`src/rtl/timer_bank.sv`:
```
// timer_bank: bank of NUM_CH down-counting timers behind one word-addressed slave port.
// Optional per-channel clock prescaler is compiled in when PRESCALE_EN is defined.
module timer_bank #(
    parameter int unsigned NUM_CH    = 2,
    parameter int unsigned CNT_W     = 32,
    parameter logic [31:0] BASE_ADDR = 32'h0000_7F00
) (
    input  logic              clk,
    input  logic              reset,
    input  logic [29:0]       Addr,
    input  logic              WE,
    input  logic [31:0]       Din,
    output logic [31:0]       Dout,
    output logic [NUM_CH-1:0] IRQ
);

    typedef enum logic [1:0] {
        S_IDLE = 2'd0,
        S_LOAD = 2'd1,
        S_CNT  = 2'd2,
        S_EXP  = 2'd3
    } state_e;

    localparam int unsigned CH_W   = (NUM_CH > 1) ? $clog2(NUM_CH) : 1;
    localparam logic [29:0] BASE_W = BASE_ADDR[31:2];
    localparam logic [29:0] SPAN_W = 30'(4 * NUM_CH);

    logic [29:0]       off;
    logic              hit;
    logic [CH_W-1:0]   ch_sel;
    logic [1:0]        reg_sel;
    logic [NUM_CH-1:0] ch_hit;
    logic [NUM_CH-1:0] tick;
    logic              unused_ok;

    state_e            st_q     [NUM_CH];
    state_e            st_d     [NUM_CH];
    logic [1:0]        mode_q   [NUM_CH];
    logic [1:0]        mode_d   [NUM_CH];
    logic [CNT_W-1:0]  preset_q [NUM_CH];
    logic [CNT_W-1:0]  preset_d [NUM_CH];
    logic [CNT_W-1:0]  count_q  [NUM_CH];
    logic [CNT_W-1:0]  count_d  [NUM_CH];
    logic [NUM_CH-1:0] en_q, en_d;
    logic [NUM_CH-1:0] im_q, im_d;
    logic [NUM_CH-1:0] pend_q, pend_d;
    logic [NUM_CH-1:0] irq_q, irq_d;
`ifdef PRESCALE_EN
    logic [7:0]        psc_q    [NUM_CH];
    logic [7:0]        psc_d    [NUM_CH];
    logic [7:0]        pcnt_q   [NUM_CH];
    logic [7:0]        pcnt_d   [NUM_CH];
`endif

    // Window decode; BASE_ADDR is 16-byte aligned so the low offset bits equal Addr[1:0].
    assign off       = Addr - BASE_W;
    assign hit       = (Addr >= BASE_W) && (off < SPAN_W);
    assign ch_sel    = off[CH_W+1:2];
    assign reg_sel   = Addr[1:0];
    assign unused_ok = ^{off, Din};

    // Per-channel select and count-enable tick.
    always_comb begin
        ch_hit = '0;
        tick   = '0;
        for (int k = 0; k < NUM_CH; k++) begin
            ch_hit[k] = hit && (ch_sel == CH_W'(k));
`ifdef PRESCALE_EN
            tick[k] = (pcnt_q[k] == psc_q[k]);
`else
            tick[k] = 1'b1;
`endif
        end
    end

    // Channel FSM next state, then bus writes layered on top (writes win).
    always_comb begin
        for (int k = 0; k < NUM_CH; k++) begin
            st_d[k]     = st_q[k];
            mode_d[k]   = mode_q[k];
            preset_d[k] = preset_q[k];
            count_d[k]  = count_q[k];
            en_d[k]     = en_q[k];
            im_d[k]     = im_q[k];
            pend_d[k]   = pend_q[k];
`ifdef PRESCALE_EN
            psc_d[k]    = psc_q[k];
            pcnt_d[k]   = pcnt_q[k];
`endif
            // W1C first so an expiry in the same cycle re-sets PEND.
            if (WE && ch_hit[k] && reg_sel == 2'd3 && Din[0]) begin
                pend_d[k] = 1'b0;
            end

            case (st_q[k])
                S_IDLE: begin
                    if (en_q[k]) begin
                        st_d[k] = S_LOAD;
                    end
                end
                S_LOAD: begin
                    count_d[k] = preset_q[k];
`ifdef PRESCALE_EN
                    pcnt_d[k]  = 8'd0;
`endif
                    st_d[k]    = S_CNT;
                end
                S_CNT: begin
                    if (!en_q[k]) begin
                        st_d[k] = S_IDLE;
                    end else if (tick[k]) begin
`ifdef PRESCALE_EN
                        pcnt_d[k] = 8'd0;
`endif
                        if (count_q[k] > CNT_W'(1)) begin
                            count_d[k] = count_q[k] - CNT_W'(1);
                        end else begin
                            count_d[k] = '0;
                            st_d[k]    = S_EXP;
                        end
                    end else begin
`ifdef PRESCALE_EN
                        pcnt_d[k] = pcnt_q[k] + 8'd1;
`endif
                    end
                end
                default: begin
                    pend_d[k] = 1'b1;
                    if (mode_q[k] == 2'b01) begin
                        st_d[k] = S_LOAD;
                    end else begin
                        en_d[k] = 1'b0;
                        st_d[k] = S_IDLE;
                    end
                end
            endcase

            if (WE && ch_hit[k] && reg_sel == 2'd0) begin
                en_d[k]   = Din[0];
                mode_d[k] = Din[2:1];
                im_d[k]   = Din[3];
`ifdef PRESCALE_EN
                psc_d[k]  = Din[15:8];
`endif
                if (!Din[0]) begin
                    st_d[k]    = S_IDLE;
                    count_d[k] = count_q[k];
                end
            end

            if (WE && ch_hit[k] && reg_sel == 2'd1) begin
                preset_d[k] = Din[CNT_W-1:0];
            end

            irq_d[k] = pend_d[k] & im_d[k];
        end
    end

    // Register read mux, zero outside the window.
    always_comb begin
        Dout = '0;
        for (int k = 0; k < NUM_CH; k++) begin
            if (ch_hit[k]) begin
                case (reg_sel)
`ifdef PRESCALE_EN
                    2'd0:    Dout = {16'h0, psc_q[k], 4'h0,
                                     im_q[k], mode_q[k], en_q[k]};
`else
                    2'd0:    Dout = {28'h0, im_q[k], mode_q[k], en_q[k]};
`endif
                    2'd1:    Dout = 32'(preset_q[k]);
                    2'd2:    Dout = 32'(count_q[k]);
                    default: Dout = {29'h0, st_q[k], pend_q[k]};
                endcase
            end
        end
    end

    // State registers with synchronous reset.
    always_ff @(posedge clk) begin
        if (reset) begin
            for (int k = 0; k < NUM_CH; k++) begin
                st_q[k]     <= S_IDLE;
                mode_q[k]   <= '0;
                preset_q[k] <= '0;
                count_q[k]  <= '0;
`ifdef PRESCALE_EN
                psc_q[k]    <= '0;
                pcnt_q[k]   <= '0;
`endif
            end
            en_q   <= '0;
            im_q   <= '0;
            pend_q <= '0;
            irq_q  <= '0;
        end else begin
            for (int k = 0; k < NUM_CH; k++) begin
                st_q[k]     <= st_d[k];
                mode_q[k]   <= mode_d[k];
                preset_q[k] <= preset_d[k];
                count_q[k]  <= count_d[k];
`ifdef PRESCALE_EN
                psc_q[k]    <= psc_d[k];
                pcnt_q[k]   <= pcnt_d[k];
`endif
            end
            en_q   <= en_d;
            im_q   <= im_d;
            pend_q <= pend_d;
            irq_q  <= irq_d;
        end
    end

    assign IRQ = irq_q;

endmodule

```
`config.mk`:
```
export PLATFORM = sky130hd
export DESIGN_NAME = timer_bank
export DESIGN_NICKNAME = d
export VERILOG_FILES = /design/src/rtl/timer_bank.sv
export SDC_FILE = /design/constraint.sdc
export NUM_CORES = 1
export LEC_CHECK = 0
export CORE_MARGIN = 4
export CORE_UTILIZATION = 25
export DETAILED_ROUTE_END_ITERATION = 12
export GPL_TIMING_DRIVEN = 0
export PLACE_DENSITY = 0.52
export SYNTH_ARGS = -nofsm -noshare
export SYNTH_HDL_FRONTEND = slang
export SYNTH_SLANG_ARGS = --single-unit
```
`constraint.sdc`:
```
create_clock -name clk -period 2.6 [get_ports clk]
set_input_delay 0.52 -clock clk [delete_from_list [all_inputs] [get_ports clk]]
set_output_delay 0.52 -clock clk [all_outputs]
set_load 0.01 [all_outputs]
```
# Yosys cells after proc, flatten, opt, wreduce, memory -nomap -nowiden
# Memories as Yosys holds them, arrays and structs flattened.
# Cells that the tools add are included.
# classes
n_lt_le_gt_ge,4
n_addsub,3
reduce_logical,20
n_eq_ne,13
mux,55
bitwise,11
# op_table
cell,count
$mux 32,16
$pmux 32 s3,2
$pmux 32 s2,2
$gt 32x1->1 const B,2
$sub 32x1->32 const B,2
$mux 2,16
$ge 30x13->1 const B,1
$lt 30x4->1 const B,1
$sub 30x13->30 const B,1
$mux 1,17
$logic_and 1x1->1,13
$pmux 2 s3,2
$eq 2x1->1 const B,5
$eq 2x2->1 const B,4
$ne 2x1->1 const B,4
$or 1x1->1,8
$logic_not 2->1,3
$reduce_or 3->1,2
$reduce_and 2->1,2
$and 1x1->1,2
$not 1->1,1
# word_totals
output_inout_bits,34
word_cells,115
ff_bits,8
in_bits,65
n_memories,4
ram_bits,136
# memory_table
name,words,width,read_ports,rd_clocked_by_memory_dff,wr,line,text
count_q,2,32,2,0,2,42,logic [CNT_W-1:0] count_q [NUM_CH];
preset_q,2,32,2,0,2,40,logic [CNT_W-1:0] preset_q [NUM_CH];
mode_q,2,2,2,0,2,38,logic [1:0] mode_q [NUM_CH];
st_q,2,2,2,0,2,36,state_e st_q [NUM_CH];

# Longest topological paths before layout
# Gate-level depths: netlist of run 1.
# depth
depth_word,10
mapped_depth,10
mapped_depth_nobuf,8

# Worst setup path after synthesis of run 1
# No wires, ideal clock.
# synth_path
kind,input-to-output
startpoint,input Addr[4]
endpoint,output Dout[20]
path_stages,6
t_required_ns,2.080
arrival_ns,2.352
path_buffers,2
slack_ns,-0.272
path_cell_list,or4_1 > nor4_2 > nand2_1 > clkbuf_1 > buf_1 > o22ai_1
# synth_via
elab_chain_len,6
elab_cells_between_ends,8
cone_classes,1 x add/sub; 2 x order compare; 2 x mux; 3 x reduce/logical
# synth_lines
item,line,text
"start, declared",10,"input logic [29:0] Addr,"
$sub 30x13->30,56,assign off = Addr - BASE_W;
$lt 30x4->1,57,assign hit = (Addr >= BASE_W) && (off < SPAN_W);
$logic_and 1x1->1 *,57,
$logic_and 1x1->1,67,ch_hit[k] = hit && (ch_sel == CH_W'(k));
$mux 32,163,if (ch_hit[k]) begin
$mux 32 *,163,
"end, declared",13,"output logic [31:0] Dout,"
# Every way passes the cells marked *; elsewhere a longest branch is shown, timed or not.

# Worst setup path after layout of run 1
# layout_path
startpoint,input Addr[24]
endpoint,output Dout[10]
# The elaborated chain is that of the path after synthesis.

==> results_dict.tcl, run 1 <==
set metrics [dict create \
    status "complete, but fails checks" \
    violations "setup timing" \
    period_share 1.109 \
    initial_core_util 0.2561 \
    fin_cells 1669 \
    via_per_inst 5.841 \
    max_stage_delay_ns 0.57 \
    vias 9748 \
    worstPathCellList "buf_6 -> or4_4 -> nor4_4 -> buf_4 -> nand2_8 -> buf_8 -> clkbuf_16 -> o22ai_4 -> buf_2" \
    slew_headroom 0.2889 \
    path_clk_slew_ns 0.07 \
    synth_nets 1130 \
    fin_util 0.3742 \
    reg2reg_depth 8 \
    grt_pass1_vias 9260 \
    antenna_left 0 \
    cp_max_fo 5 \
    die_h_um 188.9 \
    hp-class "flop to flop" \
    p_comb_frac 0.058 \
    setup_tns_ns -7.213 \
    grt_pass1_wl_mm 58.35 \
    place_ws_ns -1.912 \
    vdd_drop_max_v 0.0004454 \
    wire_per_inst_um 23.40 \
    wl_mm 39.06 \
    first_iter_violations 1438 \
    cts.sinks 144 \
    htreeDepth 4 \
    switching_power_mw 1.314 \
    min_period_ns 2.884 \
    leakage_nw 4.095 \
    numCtsBuffers 17 \
    rsz0062_at_grt "yes" \
    fp.dieArea_um2 35690 \
    grt_overflow 0 \
    synth_seq_cells 144 \
    routabilityCongestion 0.9292 \
    setup_violations 48 \
    worstMarginPinSlew_ns 1.067 \
    yosys.area.top_type "dfxtp_1" \
    synth_top_area_share 0.3522 \
    drc 0 \
    r2r_setup_slack_ns -0.11 \
    start_kind "input pin" \
    synth-async-reset-ratio 0 \
    firstDrtPassIters 5 \
    core_um2 31960 \
    cts-root-buf "clkbuf_16" \
    synthFlopType "dfxtp_1" \
    cp_data_required_time_ns 2.08 \
    synth_edf_count 0 \
    holdBufCountCts 0 \
    grt_usage 0.2112 \
    drv_cap 0 \
    hold_viol_final 0 \
    num_io_pins 99 \
    fmax_mhz 346.7 \
    fin_ws_ns -0.2843 \
    synthTopCellsByArea "dfxtp_1, nand2_1, a21oi_1, a22oi_1, a32o_1" \
    clk_latency_ns 0.44 \
    finalClockSkew_ns 0.01497 \
    num_rows 65 \
    internal-power_mw 3.665 \
    cellPowerDensity_nw_per_um2 416.3 \
    path_class "input pin to output port" \
    num_antenna_cells 0 \
    avgSynthCellArea_um2 7.714 \
    synth_warnings 0 \
    clkPwrFrac 0.500 \
    switching_share 0.2639 \
    drive_gt1_frac 0.2569 \
    ys_types 67 \
    clockBufferDepth 2 \
    cpMaxStageDelayCell "or4_4" \
    crit_arrival_ns 2.36 \
    power_frac_seq 0.442 \
    antenna_found_initial 0 \
    synthesis.area_um2 8184 \
    nFillCells 3289 \
    syn_to_final_growth_pct 46.16 \
    io_buffers 97 \
    die_w_um 188.9 \
    critPathCaptureType "output port" \
    seq_area_frac_synth 0.3522 \
    synth_cells 1061 \
    dp_hpwl_mm 27.40 \
    cts_tree "done" \
    nets 1290 \
    grt_max_degree 17 \
    slew_violations 0 \
    hold_path_depth 2 \
    placedCellCount 1593 \
]
[kinds of logic after synthesis]
kind of cell / after synthesis / synth area share
simple gates: 397 / 0.2391
compound gates: 377 / 0.3108
flops: 144 / 0.3522
buf+inv: 121 / 0.06146
mux: 12 / 0.02385
xor+xnor: 6 / 0.006421
fa+ha+maj: 4 / 0.006116
[per-stage QoR]
step | hold WS, ns | cell area [µm²] | power (mW)
4_1_cts | 0.4827 | 11300 | 4.991
2_1_floorplan | 0.4373 | 8278 | 2.331
6_report | 0.4848 | 11960 | 4.979
3_3_place_gp | 0.4628 | 9793 | 2.511
3_5_place_dp | 0.4686 | 9793 | 2.510
5_1_grt | 0.5108 | 11960 | 5.074
[synthesized netlist by cell type, types with 7 or more instances]
master	number
nor4_1	30
o31ai_1	10
nand4_1	7
and3_1	7
a32o_1	35
or4_1	8
nand2_1	182
o22ai_1	29
nor3_1	27
a21oi_1	113
o21ai_0	52
o32ai_1	12
nor2_1	52
clkbuf_1	86
nand2b_1	8
a22o_1	10
o41ai_1	7
a22oi_1	64
nand3_1	23
inv_1	20
nor2b_1	11
or3_1	10
dfxtp_1	144
[flip-flops by register name, indices dropped and copies added (netlist names)]
signal / count
en_q: 2
st_q: 4
pend_q: 2
mode_q: 4
preset_q: 64
im_q: 2
IRQ: 2
count_q: 64
[worst paths after layout]
kind | startpoint | to
setup / recovery | Addr[24] | Dout[10]
setup reg to reg | count_q[0][4] | count_q[0][14]
hold / removal | preset_q[0][45] | preset_q[0][45]
hold reg to reg | preset_q[0][45] | preset_q[0][45]
[per-layer routing]
layer | global-route usage | vias up | wire length (µm)
li1 | - | 4341 | -
met1 | 0.3077 | 4748 | 17630
met2 | 0.3140 | 573 | 16170
met3 | 0.04996 | 86 | 4240
met4 | 0.05325 | 0 | 1017
met5 | 0 | - | 0
[layout make-up]
type                    count  area (µm²)  share of cell area
flip-flops and latches    144        2899              0.2424
repair buffers            148        1475              0.1233
inverters                  22       82.58            0.006904
clock inverters            15       148.9             0.01245
multi-input cells         796        5694              0.4760
plain buffers              92       691.9             0.05785
well taps                 435       544.3             0.04550
clock buffers              17       425.4             0.03556
[power by group through the flow]
stage	sequential (mW)	clock, mW	combinational (mW)
CTS	2.20	2.51	0.280
finish	2.20	2.49	0.287
global route	2.20	2.58	0.295
global placement	2.26	0	0.256
detailed placement	2.26	0	0.255
floorplan	2.26	0	0.0758
[cell usage in the layout, fill, tap and decap left out, drive strengths merged, types with 6 or more instances in the layout]
cell type / synthesis / final
nor3: 27 / 27
nor4: 35 / 35
a22oi: 64 / 64
nor2b: 11 / 11
o32ai: 12 / 12
or2: 6 / 6
inv: 20 / 26
dlymetal6s2s: 0 / 12
dfxtp: 144 / 144
o31ai: 11 / 11
clkinv: 2 / 8
a31oi: 6 / 6
buf: 12 / 95
or4: 11 / 11
a22o: 10 / 10
mux4: 6 / 6
nand3: 23 / 23
nor2: 52 / 52
clkdlybuf4s50: 0 / 43
clkbuf: 87 / 100
mux2i: 6 / 6
o211ai: 6 / 6
nand4: 7 / 7
xor2: 6 / 6
nand2b: 8 / 8
o21ai: 55 / 55
or3: 11 / 11
o41ai: 7 / 7
a21oi: 113 / 113
a32o: 35 / 35
nand2: 182 / 182
and3: 7 / 7
dlygate4sd2: 0 / 6
o22ai: 29 / 29
[worst max-delay path: cells and delay by family]
kind	cells	cell delay, ns
AND/OR/NAND/NOR	3	0.86
buffers and inverters	5	0.77
AO/OA/AOI/OAI	1	0.21
[what timing repair did]
item / CTS / global route
endpoints found under the setup margin: 163 / 152
resized for setup: 324 / 156
pin swaps: 44 / 59
gates cloned: 3 / 4
setup buffers: 30 / 17
Power figures use the tool's default switching activity.
==> run 2: changes to the inputs <==
--- a/config.mk
+++ b/config.mk
@@ -7,6 +7,7 @@
 export LEC_CHECK = 0
 export CORE_MARGIN = 4
 export CORE_UTILIZATION = 25
+export CTS_CLUSTER_SIZE = 10
 export DETAILED_ROUTE_END_ITERATION = 12
 export GPL_TIMING_DRIVEN = 0
 export PLACE_DENSITY = 0.52
==> results of run 2 <==
No change in the layout: final DEF, timing and power equal those of run 1.
